--- config.mk ---
export PLATFORM = sky130hd
export DESIGN_NAME = altr_hps_deglitch
export DESIGN_NICKNAME = d
export VERILOG_FILES = /design/src/rtl/altr_hps_deglitch.sv
export SDC_FILE = /design/constraint.sdc
export NUM_CORES = 1
export LEC_CHECK = 0
export ABC_AREA = 1
export CORE_UTILIZATION = 55
export CTS_BUF_LIST = sky130_fd_sc_hd__clkbuf_4 sky130_fd_sc_hd__clkbuf_8
export DETAILED_ROUTE_END_ITERATION = 10
export PLACE_DENSITY = 0.85
export SLEW_MARGIN = 20
export SYNTH_ARGS = -nofsm -noshare
export SYNTH_HDL_FRONTEND = slang
export SYNTH_SLANG_ARGS = --single-unit
--- constraint.sdc ---
create_clock -name clk -period 1.27 [get_ports clk]
set_clock_uncertainty 0.05 [all_clocks]
set_input_delay 0.254 -clock clk [delete_from_list [all_inputs] [get_ports clk]]
set_output_delay 0.254 -clock clk [all_outputs]
set_load 0.05 [all_outputs]
--- src/rtl/altr_hps_deglitch.sv ---
// altr_hps_deglitch
// Single-bit input conditioner: multi-flop synchronizer followed by a
// qualification FSM that only accepts a new level after it has held for
// FILTER_CYCLES consecutive synchronized cycles. Emits registered one-cycle
// rise/fall pulses on every accepted transition.
//
// Optional feature macro: ALTR_HPS_DEGLITCH_STICKY_EN
//   When defined, adds evt_clr/evt_sticky: a latched "any transition" flag.
//   evt_clr clears it synchronously, and a pulse in the same cycle wins.

module altr_hps_deglitch #(
    parameter int   SYNC_STAGES   = 2,
    parameter int   FILTER_CYCLES = 4,
    parameter int   CNT_WIDTH     = 8,
    parameter logic RESET_VAL     = 1'b0
) (
    input  logic clk,
    input  logic rst,
    input  logic din,
    output logic dout,
    output logic rise_pls,
    output logic fall_pls,
    output logic busy
`ifdef ALTR_HPS_DEGLITCH_STICKY_EN
    ,
    input  logic evt_clr,
    output logic evt_sticky
`endif
);

    localparam logic [0:0] ST_STABLE = 1'b0;
    localparam logic [0:0] ST_QUAL   = 1'b1;

    // A filter of one cycle needs no QUAL state: accept directly from STABLE.
    localparam bit                   C_BYPASS   = (FILTER_CYCLES == 1);
    localparam logic [CNT_WIDTH-1:0] C_CNT_LAST = CNT_WIDTH'(FILTER_CYCLES - 1);
    localparam logic [CNT_WIDTH-1:0] C_CNT_ONE  = CNT_WIDTH'(1);

    logic [SYNC_STAGES-1:0] r_sync;
    logic                   w_d_s;

    logic [0:0]           r_state;
    logic [0:0]           w_state_next;
    logic [CNT_WIDTH-1:0] r_cnt;
    logic [CNT_WIDTH-1:0] w_cnt_next;
    logic                 r_dout;
    logic                 w_dout_next;
    logic                 w_update;
    logic                 r_rise;
    logic                 r_fall;

    // Synchronizer chain: plain flop-to-flop, nothing between stages.
    generate
        for (genvar gi = 0; gi < SYNC_STAGES; gi++) begin : g_sync
            if (gi == 0) begin : g_first
                // First stage samples the asynchronous input.
                always_ff @(posedge clk or posedge rst) begin
                    if (rst) r_sync[gi] <= RESET_VAL;
                    else     r_sync[gi] <= din;
                end
            end else begin : g_next
                // Later stages only re-register the previous stage.
                always_ff @(posedge clk or posedge rst) begin
                    if (rst) r_sync[gi] <= RESET_VAL;
                    else     r_sync[gi] <= r_sync[gi-1];
                end
            end
        end
    endgenerate

    assign w_d_s = r_sync[SYNC_STAGES-1];

    // Qualification next-state: any return of d_s to dout restarts from scratch.
    always_comb begin
        w_state_next = r_state;
        w_cnt_next   = r_cnt;
        w_dout_next  = r_dout;
        w_update     = 1'b0;
        case (r_state)
            ST_STABLE: begin
                if (w_d_s != r_dout) begin
                    if (C_BYPASS) begin
                        w_dout_next = w_d_s;
                        w_update    = 1'b1;
                    end else begin
                        w_state_next = ST_QUAL;
                        w_cnt_next   = C_CNT_ONE;
                    end
                end
            end
            ST_QUAL: begin
                if (w_d_s == r_dout) begin
                    w_state_next = ST_STABLE;
                    w_cnt_next   = '0;
                end else if (r_cnt == C_CNT_LAST) begin
                    w_dout_next  = w_d_s;
                    w_update     = 1'b1;
                    w_state_next = ST_STABLE;
                    w_cnt_next   = '0;
                end else begin
                    w_cnt_next = r_cnt + C_CNT_ONE;
                end
            end
            default: begin
                w_state_next = ST_STABLE;
                w_cnt_next   = '0;
            end
        endcase
    end

    // FSM, filtered level and event pulse registers.
    always_ff @(posedge clk or posedge rst) begin
        if (rst) begin
            r_state <= ST_STABLE;
            r_cnt   <= '0;
            r_dout  <= RESET_VAL;
            r_rise  <= 1'b0;
            r_fall  <= 1'b0;
        end else begin
            r_state <= w_state_next;
            r_cnt   <= w_cnt_next;
            r_dout  <= w_dout_next;
            r_rise  <= w_update & w_d_s;
            r_fall  <= w_update & ~w_d_s;
        end
    end

    assign dout     = r_dout;
    assign rise_pls = r_rise;
    assign fall_pls = r_fall;
    assign busy     = (r_state == ST_QUAL);

`ifdef ALTR_HPS_DEGLITCH_STICKY_EN
    logic r_sticky;

    // Sticky transition flag: a pulse sets it and overrides a same-cycle clear.
    always_ff @(posedge clk or posedge rst) begin
        if (rst)                     r_sticky <= 1'b0;
        else if (r_rise || r_fall)   r_sticky <= 1'b1;
        else if (evt_clr)            r_sticky <= 1'b0;
    end

    assign evt_sticky = r_sticky;
`endif

endmodule

After elaboration in Yosys (flattened, before gate mapping). Index checks and enable logic that the tools add are counted.

Output and inout port bits: 4. Flip-flop bits (word level): 14. Latch bits: 0. Memory bits (writable): 0. Memory bits (read-only): 0. Word-level logic and storage cells: 29. Memories kept: 0.

Multipliers: 0. Order comparisons: 0. Add/sub/neg operators: 1. Eq/ne operators: 4. Div/mod/pow operators: 0. Bitwise operators: 5. Reduce and logical (&&, ||, !) cells: 1. Shifts and indexed selects: 0. Mux-type cells: 11.

Operator list (count): 2-to-1 mux 8 bit (3); one-hot mux 8 bit (2 select lines) (1); adder 8 x 1 -> 8 bit (second input constant) (1); equality test 8 x 2 -> 1 bit (second input constant) (1); 2-to-1 mux 1 bit (6); inverter 1 bit (3); AND reduction 3 bit (1); bitwise AND 1 bit (2); != test 2 bit (second input constant) (1); one-hot mux 1 bit (2 select lines) (1); equality test 1 bit (1); != test 1 bit (1).

Logic depth before layout (Yosys ltp). Gate-level depths: netlist (run 1).

Depth after elaboration: 5. Gate-level depth with buffers: 7. Mapped depth without buffers: 7.

Worst setup path after synthesis (run 1). No wires, ideal clock.

Path type: register -> register. From: register r_dout, in the netlist dout. To: register r_cnt[3]. Cell stages (with the launch flop): 7. Setup time: 65 ps. Slack: -109 ps. Required time: 1155 ps. Period minus slack after synthesis: 1379 ps. Arrival: 1264 ps. Path buffers: 0. Cell sequence: dfrtp_1 > nand2_1 > nand2_2 > nand2_2 > nor2_4 > nand3_1 > nand2_1.

Word-level cells in the longest chain between the ends: 3. Elaborated cells between the ends (all ways): 5. Classes of those cells: 3 x eq/ne; 2 x mux.

Ends and longest elaborated chain: start, declared (line 46) `logic r_dout;`; start signal, assigned (line 122) `r_dout <= w_dout_next;`; equality test 1 bit (line 92) `if (w_d_s == r_dout) begin`; 2-to-1 mux 8 bit (line 92); one-hot mux 8 bit (2 select lines) (line 79) `case (r_state)`; end signal, assigned (line 121) `r_cnt <= w_cnt_next;`; end, declared (line 44) `logic [CNT_WIDTH-1:0] r_cnt;`.

Several ways; a longest one is shown, not always the timed one. A chain may end at the register's enable or synchronous reset.

Worst setup path in the final report (run 1).
From: register r_dout, in the netlist dout. To: register r_cnt[4].

The elaborated chain is that of the path after synthesis.

==> impl_metrics.ini, run 1 <==
[timing]
tightest_slew_ps = 275.9
slew_headroom = 0.8159
setup_violations = 2
tns_ps = -61.65
finalCritPeriodShare = 1.043
fin_ws_ps = -54.23
slew_violations = 0
timing.fmax_mhz = 755.2
hold_viol = 0
rsz0062_at_grt = true
min_period_ps = 1324

[cells_and_area]
fin_cells = 120
areaGrowthSynthToFinish_pct = 40.52
num_antenna_cells = 0
nNetsFinal = 112
drive_gt1_frac = 0.4434
final_util = 0.8745
layout_common_cells = nand2_1 (26), buf_4 (11), dfrtp_1 (9)
final_common_cell = nand2_1

[clock_tree]
cts_buffers = 3
clk_pin_slew_ps = 90
clkLatencyLatePin_ps = 290
cts_tree = built
cts_sinks = 14
cts_buffer_depth = 2
h-tree-depth = 1
root_buffer = clkbuf_4

[global_routing]
grt_max_degree = 15
grt_pass1_vias = 592
antenna_found_initial = 0
grt_usage = 0.2556
grt_pass1_wl_microns = 2463
gr-total-overflow = 0

[min_path]
min_path_type = primary input to async pin

[yosys]
avgSynthCellArea_sq_um = 8.464
syn_area_sq_um = 719.4
ys_ff_latch = 14
netlist_instances = 85
yosysWarnings = 0
seq_area_frac_synth = 0.4870
ys_types = 17
syn_nets = 90

[place]
dp_cells = 108
port_buffers = 6
gp_congestion = 0.7842
dpl.hpwl_microns = 1138

[floorplanning]
initial_core_util = 0.6223
fp.dieW_microns = 38.17
io_pins = 7
num_rows = 12
core_area_sq_um = 1156
die_y_microns = 38.17
die-area_sq_um = 1457

[run_status]
outcome = finished, violations left
violations = setup timing

[power]
p_per_area_nw_per_um2 = 1613
worst_ir_drop_vdd_mv = 1.280
leakage_nw = 0.5227

[drt]
wl_per_cell_microns = 16.00
vias = 680
drc_errors = 0
dr.pass1.iters = 4
ant_nets = 0
routed_wirelength_microns = 1920
vias_per_cell = 5.667
first_iter_violations = 33

[job]
maxCapViolations = 0

[worst_setup_path]
end_kind = flop
startpoint_type = flop
cp.required_ps = 1430
worstPathArrival_ps = 1490
crit_path_max_fanout = 7
critical_path_class = flop to flop
layer usage:
| layer | up-vias | track usage | share of wire |
|---|---|---|---|
| li1 | 306 | - | - |
| met1 | 333 | 0.2901 | 0.38 |
| met4 | 0 | 0.1071 | 0.027 |
| met3 | 6 | 0.03488 | 0.056 |
| met5 | - | 0 | 0 |
| met2 | 35 | 0.4703 | 0.54 |
through the flow:
stage          worst slack [ps]  hold slack (ps)  power, mW  cell area [sq um]
5_1_grt                  -113.3            224.6      1.711               1011
2_1_floorplan             1.830            93.15     0.9325              720.7
6_report                 -54.23            209.6      1.631               1011
3_3_place_gp              78.58            295.4      1.166              860.8
3_5_place_dp              38.61            305.0      1.192              860.8
4_1_cts                   10.88            218.3      1.484              892.1
registers in the layout, indices dropped and copies added, names as in the netlist:
| name | cells |
|---|---|
| r_cnt | 8 |
| fall_pls | 1 |
| r_sync | 1 |
| dout | 1 |
| busy | 1 |
| w_d_s | 1 |
| rise_pls | 1 |
kinds of logic (layout without fill, tap and decap cells):
family,count (synthesis),in the layout,synth area share
fa+ha+maj,2,2,0.03478
buf+inv,9,30,0.04695
simple gates,53,53,0.3583
xor+xnor,1,1,0.01218
compound gates,6,6,0.06087
flops,14,14,0.4870
final timing paths:
check	slack, ps	cells past startpoint	endpoint	from
min in group clk	320	0	w_d_s	r_sync[0]
max in group asynchronous	770	3	r_cnt[2]	rst
hold / removal	210	3	rise_pls	rst
setup reg to reg	-50	7	r_cnt[4]	dout
setup / recovery	-50	7	r_cnt[4]	dout
hold reg to reg	320	0	w_d_s	r_sync[0]
worst max-delay path, cell delays in order, from the launching register on:
cell	delay (ps)
dfrtp_2	470
inv_2	80
nand2_4	60
nand2_4	90
nand2_4	50
nor2_4	220
nand3_2	120
nand2_1	110
report_power, final:
group | internal [mW] | leakage (nW) | switching (mW)
Clock | 0.144 | 0.0184 | 0.157
Sequential | 0.515 | 0.178 | 0.0936
Combinational | 0.319 | 0.326 | 0.403
final cells by class:
type	count	area (sq um)
multi-input combinational	62	390.4
sequential	14	356.6
timing repair buffer	17	182.7
fill	52	145.1
inverter	9	33.78
clock buffer	4	30.03
tap	14	17.52
synthesized netlist by cell type (all sizes together):
master,count,share of area
a21boi,1,0.010
dfrtp,14,0.49
nand3,9,0.070
inv,9,0.047
or2,1,0.0087
o21ai,2,0.019
nor2,9,0.078
nand2,34,0.20
o21bai,3,0.031
ha,2,0.035
xor2,1,0.012
repair_timing:
action | CTS | global route
setup endpoints to repair | 1 | 10
setup buffers | 0 | 8
pin swaps | 0 | 9
hold buffers | 0 | 0
cloned | 0 | 0
gates resized for setup | 1 | 18
Power figures use the tool's default switching activity.
==> run 2: changes to the inputs <==
--- a/config.mk
+++ b/config.mk
@@ -6,10 +6,10 @@
 export NUM_CORES = 1
 export LEC_CHECK = 0
 export ABC_AREA = 1
-export CORE_UTILIZATION = 55
+export CORE_UTILIZATION = 35
 export CTS_BUF_LIST = sky130_fd_sc_hd__clkbuf_4 sky130_fd_sc_hd__clkbuf_8
 export DETAILED_ROUTE_END_ITERATION = 10
-export PLACE_DENSITY = 0.85
+export PLACE_DENSITY = 0.61
 export SLEW_MARGIN = 20
 export SYNTH_ARGS = -nofsm -noshare
 export SYNTH_HDL_FRONTEND = slang
==> constraint.sdc (replaced) <==
create_clock -name clk -period 1.62 [get_ports clk]
set_clock_uncertainty 0.05 [all_clocks]
set_input_delay 0.324 -clock clk [delete_from_list [all_inputs] [get_ports clk]]
set_output_delay 0.324 -clock clk [all_outputs]
set_load 0.05 [all_outputs]
==> run 2 against run 1 <==
Effect of this change:
- the run now ends clean
- non-clock buffer count shrank 10
- flip-flop and latch count is the same
- register-to-register slack gained 420 ps
- cell count grew 2.5%
- largest power group is now sequential cells
- sequential power shrank 22%
- routed wire length shrank 40%
- sequential share of layout area grew 4.9 points
==> impl_metrics.ini, run 2 (synthesized netlist as in run 1, its figures left out) <==
[worst_setup_path]
cp_top_family = flip-flops
crit_cells = 1
worst-path-buf-inv = 1
slowest_stage = dfrtp_1
cp.required_ps = 1250
critical_path_class = flop to output port
end_kind = output port
worstPathArrival_ps = 1000
path_cells = buf_12
startpoint_type = flop
reg2regPathDepth = 6
crit_path_max_fanout = 6
slowest_delay_ps = 540

[cells_and_area]
n_fill_cell = 190
register_area_sq_um = 350.3
nNetsFinal = 102
largest_reg_flops = 8
areaGrowthSynthToFinish_pct = 21.22
final_common_cell = nand2_1
drive_gt1_frac = 0.2188
num_antenna_cells = 0
fin_cells = 123
multi_input_area_sq_um = 335.3
layout_common_cells = nand2_1 (29), dfrtp_1 (14), inv_1 (9)
finalInstanceArea_sq_um = 872.1
final_util = 0.4491
top_register = r_cnt

[timing]
slew_violations = 0
holdWs_ps = 289.6
hold_viol = 0
timing.fmax_mhz = 730.2
slew_headroom = 0.7839
rsz0062_at_grt = false
tns_ps = 0
tightest_slew_ps = 324.1
setup_violations = 0
fin_ws_ps = 250.4
finalCritPeriodShare = 0.8454
min_period_ps = 1370

[min_path]
min_path_type = primary input to async pin

[run_status]
outcome = complete, no violations

[clock_tree]
cts_setup_buffers = 0
root_buffer = clkbuf_4
cts-resized-gates = 0
cts_buffer_depth = 2
postCtsHoldBufs = 0
cts_buffers = 3
clk_pin_slew_ps = 80
cts_sinks = 14
h-tree-depth = 1
clkLatencyLatePin_ps = 270
cts_tree = built

[place]
placed_cell_area_sq_um = 835.8
dp_slack_ps = 367.5
dpl.hpwl_microns = 841.9
gp_congestion = 0.7620
port_buffers = 6
dp_cells = 119

[floorplanning]
die_y_microns = 47.34
core_area_sq_um = 1942
num_rows = 16
initial_core_util = 0.3705
io_pins = 7
fp.dieW_microns = 47.34
die-area_sq_um = 2241

[drt]
drc_errors = 0
wl_per_cell_microns = 9.415
dr.pass1.iters = 4
vias_per_cell = 4.537
first_iter_violations = 33
ant_nets = 0
vias = 558
routed_wirelength_microns = 1158

[global_routing]
grt_usage = 0.1236
grt_max_degree = 15
grt_pass1_wl_microns = 1869
grt_pass1_vias = 419
antenna_found_initial = 0
gr-total-overflow = 0

[power]
worst_ir_drop_vdd_mv = 1.053
p_per_area_nw_per_um2 = 1292
power_mw = 1.127
leakage_nw = 0.4585

[job]
maxCapViolations = 0
-- run 2: final timing paths --
check,startpoint,to,slack (ps)
worst max-delay path,busy,busy,250
worst min-delay path,rst,r_cnt[7],290
worst max register to register,r_cnt[0],r_cnt[6],370
worst min register to register,r_sync[0],w_d_s,310
max in group asynchronous,rst,r_cnt[1],1070
min in group clk,r_sync[0],w_d_s,310
-- run 2: layer usage --
layer,track usage,share of wire
met5,0,0
met3,0.03462,0.043
met2,0.1699,0.43
met1,0.1801,0.52
met4,0.05143,0.0069
-- run 2: worst min-delay path, stage by stage --
cell and delay, ps:
clkdlybuf4s50_1 390, inv_1 50, buf_4 210
-- run 2: final cells by class --
type	instances	area share
flip-flops and latches	14	0.4017
well taps	27	0.03874
repair buffers	7	0.09469
multi-input cells	62	0.3845
inverters	9	0.03874
clock buffers	4	0.04161
-- run 2: power breakdown --
group	internal, mW	switching [mW]
clock	0.136	0.111
combinational	0.167	0.235
sequential	0.398	0.0797
==> run 3: changes to the inputs <==
--- a/config.mk
+++ b/config.mk
@@ -9,7 +9,7 @@
 export CORE_UTILIZATION = 35
 export CTS_BUF_LIST = sky130_fd_sc_hd__clkbuf_4 sky130_fd_sc_hd__clkbuf_8
 export DETAILED_ROUTE_END_ITERATION = 10
-export PLACE_DENSITY = 0.61
+export PLACE_DENSITY = 0.63
 export SLEW_MARGIN = 20
 export SYNTH_ARGS = -nofsm -noshare
 export SYNTH_HDL_FRONTEND = slang
==> constraint.sdc (replaced) <==
create_clock -name clk -period 1.2 [get_ports clk]
set_clock_uncertainty 0.05 [all_clocks]
set_input_delay 0.24 -clock clk [delete_from_list [all_inputs] [get_ports clk]]
set_output_delay 0.24 -clock clk [all_outputs]
set_load 0.05 [all_outputs]
==> run 3 against run 2 <==
Effect of this change:
- the run now ends with setup timing left
- global-route usage up 2.2 points
- setup slack worse by 290 ps
- cell area up 21%
- sequential power up 30%
- routed wire length up 22%
- clock power up 35%
- non-clock buffer count up 14
- worst hold slack worse by 92 ps
- combinational power up 95%
- register-to-register slack worse by 410 ps
- critical path type is now flop to flop
- highest routed layer is now met3
==> impl_metrics.ini, run 3 (synthesized netlist as in run 1, its figures left out) <==
[run_status]
outcome = finished, violations left
violations = setup timing

[floorplanning]
io_pins = 7
num_rows = 16
initial_core_util = 0.3705
die-area_sq_um = 2241
fp.dieW_microns = 47.34
die_y_microns = 47.34
core_area_sq_um = 1942

[cells_and_area]
layout_common_cells = nand2_1 (26), buf_4 (15), dfrtp_1 (11)
largest_reg_flops = 8
nNetsFinal = 116
top_register = r_cnt
n_fill_cell = 189
areaGrowthSynthToFinish_pct = 46.09
final_common_cell = nand2_1
num_antenna_cells = 0
final_util = 0.5412
drive_gt1_frac = 0.4364

[worst_setup_path]
critPathLaunch = r_cnt[2]
slowest_delay_ps = 460
end_kind = flop
cp_top_family = simple AND/OR/NAND/NOR gates
critical_path_class = flop to flop
reg2reg_to = r_cnt[6]
startpoint_type = flop
slowest_stage = dfrtp_2
reg2reg_from = r_cnt[2]
reg2regPathDepth = 6
path_cells = nor2_2, nand2_2, nor2_4, nor2_4, nand3_2, nand2_1
cp_common_cell = nor2_4
worst-path-buf-inv = 0
cp.required_ps = 1330
worstPathArrival_ps = 1360
crit_path_max_fanout = 7
r2r_slack_ps = -40

[power]
p_per_area_nw_per_um2 = 1652
power_frac_seq = 0.356
internal-power_mw = 1.089
switching_power_mw = 0.6474
switching_share = 0.3728
pwr-share-clk = 0.193
power_mw = 1.736
p_comb_frac = 0.452
leakage_nw = 0.5418
worst_ir_drop_vdd_mv = 1.226

[timing]
slew_violations = 0
holdWs_ps = 198.0
tightest_slew_ps = 299.5
min_period_ps = 1236
finalCritPeriodShare = 1.030
setup_violations = 8
tns_ps = -166.2
hold_viol = 0
slew_headroom = 0.8001
fin_ws_ps = -36.21
timing.fmax_mhz = 808.9
rsz0062_at_grt = true

[drt]
dr.pass1.iters = 4
ant_nets = 0
vias = 599
first_iter_violations = 12
drc_errors = 0
wl_per_cell_microns = 10.34
vias_per_cell = 4.372
routed_wirelength_microns = 1417

[global_routing]
grt_pass1_wl_microns = 2208
antenna_found_initial = 0
grt_max_degree = 15
grt_usage = 0.1456
gr-total-overflow = 0
grt_pass1_vias = 539

[clock_tree]
clkLatencyLatePin_ps = 280
cts_buffers = 3
cts_sinks = 14
clk_pin_slew_ps = 80
cts_buffer_depth = 2
postCtsHoldBufs = 0
root_buffer = clkbuf_4
cts_tree = built
h-tree-depth = 1

[place]
gp_congestion = 0.7481
dp_slack_ps = -56.03
dpl.hpwl_microns = 956.9
port_buffers = 6

[min_path]
min_path_type = primary input to async pin

[job]
maxCapViolations = 0
[run 3: cell types whose count changed in the layout (fill, tap and decap cells not counted), sizes merged]
cell / previous run / this run
buf: 5 / 19
[run 3: repair_timing]
item,CTS,global route
pin swaps,6,8
buffers inserted,5,2
endpoints found under the hold margin,0,0
gates resized for setup,11,3
endpoints found under the setup margin,9,12
cloned,0,0
[run 3: metal layers]
layer / up-vias / track usage / routed length, microns / share of wire
met5: - / 0 / 0 / 0
met4: 0 / 0.03429 / 0 / 0
met3: 0 / 0.05769 / 37 / 0.026
met2: 7 / 0.2521 / 723 / 0.51
met1: 278 / 0.1675 / 655 / 0.46
li1: 314 / - / - / -
[run 3: final cells by class]
class	count	area (sq um)	share of cell area
flip-flops and latches	14	354.1	0.3369
multi-input cells	62	380.4	0.3619
repair buffers	21	212.7	0.2024
inverters	9	33.78	0.03214
well taps	27	33.78	0.03214
clock buffers	4	36.28	0.03452
[run 3: how the worst max path moves through the flow]
stage	endpoint	slack, ps	cells after the start
detailed placement	r_cnt[6]	-60	6
CTS	r_cnt[6]	-30	7
floorplan	r_cnt[3]	7	7
global route	r_cnt[2]	-110	6
global placement	r_cnt[5]	-20	6
finish	r_cnt[6]	-40	6
[run 3: power groups by stage]
stage                     logic (mW)  clock network, mW  registers [mW]
after detailed placement       0.609                  0           0.645
after CTS                      0.735              0.349           0.628
final                          0.784              0.334           0.618
after global placement         0.603                  0           0.643
after floorplan                0.240                  0           0.747
after global routing           0.854              0.369           0.626
[run 3: tightest hold or removal path: cells and delay by family]
family                 cells  cell delay [ps]
buffers and inverters      3              650
[run 3: stage by stage]
stage	instances	area, sq um
floorplan	85	721.9
CTS	135	1028
finish	137	1051
detailed placement	126	915.9
global route	137	1051
global placement	126	915.9
